$ cat src/rtl/mips_fetch_unit.sv
// Instruction fetch stage for the single-cycle MIPS R3000 core: owns the PC,
// fetches over a req/ready handshake, issues one instruction and computes the next PC.
module mips_fetch_unit #(
  parameter logic [31:0] RESET_PC = 32'h0000_0000
) (
  input  logic        clk_i,
  input  logic        rst_i,
  output logic        imem_req_o,
  output logic [31:0] imem_addr_o,
  input  logic        imem_ready_i,
  input  logic [31:0] imem_data_i,
  output logic [31:0] instr_o,
  output logic [5:0]  instr_op_o,
  output logic        instr_valid_o,
  input  logic        retire_i,
  input  logic        branch_taken_i,
  input  logic        jump_i,
  input  logic        jr_i,
  input  logic [31:0] jr_target_i,
  output logic [31:0] pc_o,
  output logic [31:0] pc_plus4_o,
  output logic        halted_o,
  output logic        misaligned_o
);

  typedef enum logic [1:0] {
    S_IDLE,
    S_FETCH,
    S_ISSUE,
    S_HALT
  } state_t;

  state_t      state;
  state_t      state_next;
  logic [31:0] pc;
  logic [31:0] instr;
  logic        misaligned;

  logic [31:0] pc_plus4;
  logic [31:0] branch_target;
  logic [31:0] jump_target;
  logic [31:0] next_pc;
  logic        fault;
  logic        halt_word;

  assign pc_plus4      = pc + 32'd4;
  assign branch_target = pc_plus4 + {{14{instr[15]}}, instr[15:0], 2'b00};
  assign jump_target   = {pc_plus4[31:28], instr[25:0], 2'b00};

  // Redirect priority: JR overrides J, which overrides a taken branch.
  always_comb begin
    if (jr_i)                next_pc = jr_target_i;
    else if (jump_i)         next_pc = jump_target;
    else if (branch_taken_i) next_pc = branch_target;
    else                     next_pc = pc_plus4;
  end

  assign fault     = (next_pc[1:0] != 2'b00);
  assign halt_word = (imem_data_i[31:26] == 6'h3F);

  // NOTE: state registers use non-blocking assignments so every flop samples
  // pre-edge values regardless of process ordering.
  always_ff @(posedge clk_i or posedge rst_i) begin
    if (rst_i) state <= S_IDLE;
    else       state <= state_next;
  end

  // NOTE: state_next gets its default before the case so no path leaves it
  // unassigned, which would otherwise infer a latch.
  always_comb begin
    state_next = state;
    case (state)
      S_IDLE:  state_next = S_FETCH;
      S_FETCH: if (imem_ready_i) state_next = halt_word ? S_HALT : S_ISSUE;
      S_ISSUE: if (retire_i)     state_next = fault ? S_HALT : S_FETCH;
      S_HALT:  state_next = S_HALT;
      default: state_next = S_IDLE;
    endcase
  end

  always_ff @(posedge clk_i or posedge rst_i) begin
    if (rst_i) begin
      pc         <= RESET_PC;
      instr      <= 32'h0;
      misaligned <= 1'b0;
    end else begin
      if (state == S_FETCH && imem_ready_i) instr <= imem_data_i;
      // A faulting redirect leaves the PC pointing at the offending instruction.
      if (state == S_ISSUE && retire_i) begin
        if (fault) misaligned <= 1'b1;
        else       pc         <= next_pc;
      end
    end
  end

  assign imem_req_o    = (state == S_FETCH);
  assign instr_valid_o = (state == S_ISSUE);
  assign halted_o      = (state == S_HALT);
  assign misaligned_o  = misaligned;
  assign imem_addr_o   = pc;
  assign pc_o          = pc;
  assign pc_plus4_o    = pc_plus4;
  assign instr_o       = instr;
  assign instr_op_o    = instr[31:26];

endmodule

$ cat config.mk
export PLATFORM = sky130hd
export DESIGN_NAME = mips_fetch_unit
export DESIGN_NICKNAME = d
export VERILOG_FILES = /design/src/rtl/mips_fetch_unit.sv
export SDC_FILE = /design/constraint.sdc
export NUM_CORES = 1
export LEC_CHECK = 0
export CAP_MARGIN = 15
export CORE_ASPECT_RATIO = 2
export CORE_MARGIN = 2
export CORE_UTILIZATION = 50
export CTS_CLUSTER_SIZE = 10
export DETAILED_ROUTE_END_ITERATION = 6
export DONT_BUFFER_PORTS = 1
export PLACE_DENSITY = 0.69
export SETUP_SLACK_MARGIN = 0.4
export SYNTH_ARGS = -nofsm -noshare
export SYNTH_HDL_FRONTEND = slang
export SYNTH_SLANG_ARGS = --single-unit
$ cat constraint.sdc
create_clock -name clk_i -period 5.15 [get_ports clk_i]
set_clock_uncertainty 0.1 [all_clocks]
set_input_delay 0.2575 -clock clk_i [delete_from_list [all_inputs] [get_ports clk_i]]
set_output_delay 0.2575 -clock clk_i [all_outputs]
set_load 0.01 [all_outputs]
# [After elaboration in Yosys (flattened, before gate mapping)]
# Index checks and enable logic that the tools add are counted.
[word_totals] output_inout_bits=138 register_bits=67 inputBits=71 elab_cells=28
[classes] n_addsub=2 muxes=8 eq_ne=6 n_reduce_logical=7 n_bitwise=1
[ops] cell="$mux W32" count=3
[ops] cell="$add A32 B3 Y32 const B" count=1
[ops] cell="$add A32 B32 Y32" count=1
[ops] cell="$pmux W2 S4" count=1
[ops] cell="$eq A6 B6 Y1 const B" count=1
[ops] cell="$mux W2" count=3
[ops] cell="$reduce_and A2 Y1" count=3
[ops] cell="$eq A2 B2 Y1 const B" count=2
[ops] cell="$ne A2 B1 Y1 const B" count=2
[ops] cell="$eq A2 B1 Y1 const B" count=1
[ops] cell="$logic_and A1 B1 Y1" count=2
[ops] cell="$logic_not A2 Y1" count=1
[ops] cell="$reduce_bool A2 Y1" count=1
[ops] cell="$mux W1" count=1
[ops] cell="$not A1 Y1" count=1

# [Longest topological paths before layout]
[depth] depth_word=9 depth_mapped=17 depth_no_buf=16

# [Worst setup path before layout]
# Ideal clock, no wire load.
[synth_path] kind="register -> register" startpoint="register pc[2], in the netlist imem_addr_o[2]" endpoint="register pc[27], in the netlist imem_addr_o[27]" arrival_ps=3922 synth_period_minus_slack_ps=4148 setup_time_ps=126 setup_slack_ps=1002 path_stages_with_launch=17 cell_sequence="dfrtp_1 -> ha_1 -> nand4_2 -> nor4_4 -> nor3b_4 -> nand4_1 -> xnor2_1 -> ha_1 -> clkbuf_1 -> a21o_1 -> a211o_1 -> or2_2 -> o21ai_1 -> xnor2_1 -> mux2i_1 -> o21ai_1 -> a221o_1"
[synth_between] elab_chain_len=5
[synth_rtl] item="start: declaration" line="35" text="logic [31:0] pc;"
[synth_rtl] item="start signal: assignment" line="91" text="else pc <= next_pc;"
[synth_rtl] item="$add A32 B3 Y32" line="46" text="assign pc_plus4 = pc + 32'd4;"
[synth_rtl] item="named net pc_plus4_o[24]" line="21" text="output logic [31:0] pc_plus4_o,"
[synth_rtl] item="$add A32 B32 Y32" line="47" text="assign branch_target = pc_plus4 + {{14{instr[15]}}, instr[15:0], 2'b00};"
[synth_rtl] item="$mux W32" line="54" text="else if (branch_taken_i) next_pc = branch_target;"
[synth_rtl] item="$mux W32" line="53" text="else if (jump_i) next_pc = jump_target;"
[synth_rtl] item="$mux W32" line="52" text="if (jr_i) next_pc = jr_target_i;"
# The timed path passes the listed nets, and every way through them passes these cells.
# A chain may end at the register's enable or synchronous reset.

# [Worst setup path after layout]
[layout_path] startpoint="register pc[4], in the netlist imem_addr_o[4]" endpoint="register pc[27], in the netlist imem_addr_o[27]"
# The elaborated chain is that of the path after synthesis.

==> flow_summary.toml <==
[power]
ir_drop_v = 0.000300
power.density_nw_per_um2 = 451
power.leakage_uw = 0.00290

[clock_tree]
cts_tree = "built"
clk_pin_slew_ns = 0.06
clockBufferDepth = 2
htree_num_levels = 3
clock_sinks = 67
cts_made_buffers = 9
clock_latency_ns = 0.34
cts_root_buf = "clkbuf_16"
post_cts_buffers = 0

[worst_setup_path]
crit_fanout = 9
cp-endpoint = "imem_addr_o[27]"
timing.rr.end = "imem_addr_o[27]"
r2r-start = "imem_addr_o[4]"
cp.depth = 14
worstPathCellList = "nand3_2 > nor4_4 > nand3_2 > nor2_2 > nand2_1 > xnor2_1 > ha_1 > a211o_1 > or2_2 > o21ai_1 > xnor2_1 > mux2i_1 > o21ai_1 > a221o_1"
worstSetupPathType = "reg2reg"
critPathArrivalTime_ns = 4.62
critPathLaunch = "imem_addr_o[4]"
rr_worst_depth = 14
cp-start-kind = "flop"
cp.required_ns = 5.28
r2r_slack_ns = 0.66
critPathBufInv = 0
critPathMaxStageDelay_ns = 0.65
path_delay_family = "simple AND/OR/NAND/NOR gates"
end_kind = "flop"
cp_slowest_cell = "dfrtp_1"

[drt]
firstDrtPassIters = 4
ant_nets = 0
wl_mm = 19.1
wire_per_inst_um = 23.5
drtIter0Drc = 356
drt_drc_violations_left = 0
dr_total_vias = 5263
vias_per_cell = 6.50

[floorplan]
num_io_pins = 209
fp.dieW_um = 80.3
start_util_pct = 51.2
core_sq_um = 11400
rows = 55
dieArea_sq_um = 12600
die_h_um = 157

[status]
status = "finished, violations left"
violations = "hold timing"

[timing]
fin_crit_sh_pct = 87.2
setup_tns_ns = 0
fmax_ghz = 0.223
setup_violations = 0
rsz0062_at_grt = "false"
timing.hold.ws_ns = -0.0324
fin_crit_ns = 4.49
slew_viol_final = 0
hold_viol = 32
worst_pin_slew_ns = 0.899
maxSlewHeadroom_pct = 40.1

[min_path]
worstHoldPathType = "in2async"

[yosys]
synth_edf_count = 0
post-synth-top-area-fraction_pct = 28.8
ys.flop_type = "dfrtp_1"
synth_area_leader_cell = "dfrtp_1"
synth.avg_cell_area_sq_um = 8.58
ys_seq_elements = 67
synth_nets = 786
ys_types = 67
yosysSeqAreaShare_pct = 28.8
netlist_area_sq_um = 5820
synthArstFlopShare_pct = 100
synth_area_leaders = "dfrtp_1 (29%), ha_1 (7.7%), mux2_2 (6.4%)"
yosys_warnings = 0
synthesis.instances = 678

[place]
io_buffers = 0
place_hpwl_mm = 13.8
gp_congestion = 0.927

[grt]
grt_first_pass_wirelength_mm = 29.2
grt_pass1_vias = 5531
antenna_found_initial = 0
grt_max_degree = 68
grt.total_usage_pct = 30.5
gr-total-overflow = 0

[finish]
drive_gt1_share_pct = 11.5
area_growth_pct = 9.10
diodes = 0
fill_cells = 1038
nets = 771

[job]
drv_cap = 0
## layer usage
metal | GRT usage [%] | wire length (um)
met1 | 31.2 | 6460
met2 | 54.2 | 10300
met3 | 7.04 | 1320
met4 | 19.4 | 1000
met5 | 0 | 0
## flip-flops by register name (all words and copies together) (netlist names)
name          flops
imem_addr_o      32
state             2
misaligned_o      1
instr_o          32
## area by class of cell
class | count | area [sq um] | share of cell area (%)
Timing Repair Buffer | 47 | 450 | 7.10
Tap cell | 142 | 178 | 2.80
Clock inverter | 7 | 98.8 | 1.56
Inverter | 15 | 56.3 | 0.887
Clock buffer | 9 | 225 | 3.55
Multi-Input combinational cell | 523 | 3660 | 57.7
Sequential cell | 67 | 1680 | 26.4
## synthesized netlist by cell type, drive strengths merged (10+ instances only)
cell type	count
nand3	14
and3	15
mux2	33
a21oi	58
nand4	10
dfrtp	67
inv	14
nor2	53
a21o	24
xor2	18
xnor2	34
o21ai	31
a31oi	10
clkbuf	25
o211ai	10
ha	36
buf	48
nand2	74
## power breakdown
| part | internal, uW | leakage, uW | switching, uW |
|---|---|---|---|
| clock network | 427 | 0.000156 | 257 |
| logic | 522 | 0.00190 | 715 |
| registers | 643 | 0.000835 | 299 |
| total | 1590 | 0.00290 | 1270 |
## worst reg2reg max path, stage by stage, from the launching register on
cell     delay (ns)
dfrtp_1        0.65
nand3_2        0.19
nor4_4         0.39
nand3_2        0.17
nor2_2         0.40
nand2_1        0.13
xnor2_1        0.55
ha_1           0.39
a211o_1        0.28
or2_2          0.31
o21ai_1        0.19
xnor2_1        0.09
mux2i_1        0.15
o21ai_1        0.08
a221o_1        0.31
## repair_timing
| item | 4_1_cts | 5_1_grt |
|---|---|---|
| hold endpoints to repair | 38 | 0 |
| hold buffers | 39 | 0 |
| endpoints found under the setup margin | 0 | 2 |
| resized for setup | 0 | 1 |
## layout by cell type, fill, tap and decap left out, types with 4 or more instances in the layout
cell	synthesis	final
a211o_1	4	4
a211oi_1	7	7
a21o_1	24	24
a21oi_1	58	58
a31oi_1	10	10
and2_1	5	5
and3_1	14	14
and4_1	5	5
buf_4	40	8
clkbuf_16	0	9
dfrtp_1	67	67
dlygate4sd3_1	0	39
ha_1	36	36
inv_1	12	11
mux2_2	33	33
mux2i_1	7	7
nand2_1	74	74
nand3_1	12	12
nand4_1	8	8
nor2_1	51	51
nor2b_1	4	4
nor3_1	5	5
o211ai_1	10	10
o21a_1	4	4
o21ai_0	27	27
o21ai_1	4	4
o21bai_1	5	5
o221ai_1	6	6
or3_1	4	4
xnor2_1	34	33
xor2_1	18	18
## worst min path at each step
stage / slack (ns) / end / cells past startpoint
CTS: 0.01 / instr_o[26] / 2
finish: -0.03 / instr_o[2] / 2
global placement: 0.31 / state[1] / 2
global route: 0.05 / imem_addr_o[15] / 2
detailed placement: 0.31 / instr_o[0] / 1
floorplan: 0.30 / state[1] / 2
## cells by family (layout without fill, tap and decap cells)
group / Yosys count / count (layout) / synth area share [%]
AOI/OAI and AO/OA: 192 / 192 / 21.7
DFF: 67 / 67 / 28.8
buffers and inverters: 88 / 78 / 8.37
and+or+nand+nor: 202 / 202 / 17.6
adders and majority gates: 37 / 37 / 8.09
xor gates and xnor gates: 52 / 52 / 7.83
muxes: 40 / 40 / 7.59
## metrics by stage
step           power [uW]  worst slack (ns)  area, sq um  cells  utilization [%]
6_report             2860             0.658         6340    810             55.9
2_1_floorplan        1930              1.00         5820    678                -
5_1_grt              3040             0.440         6340    810             55.9
3_3_place_gp         2110             0.751         5620    755             49.5
4_1_cts              2850             0.717         6340    810             55.8
3_5_place_dp         2130             0.725         5620    755             49.5
Note: power is estimated with default switching activity, not from simulation.
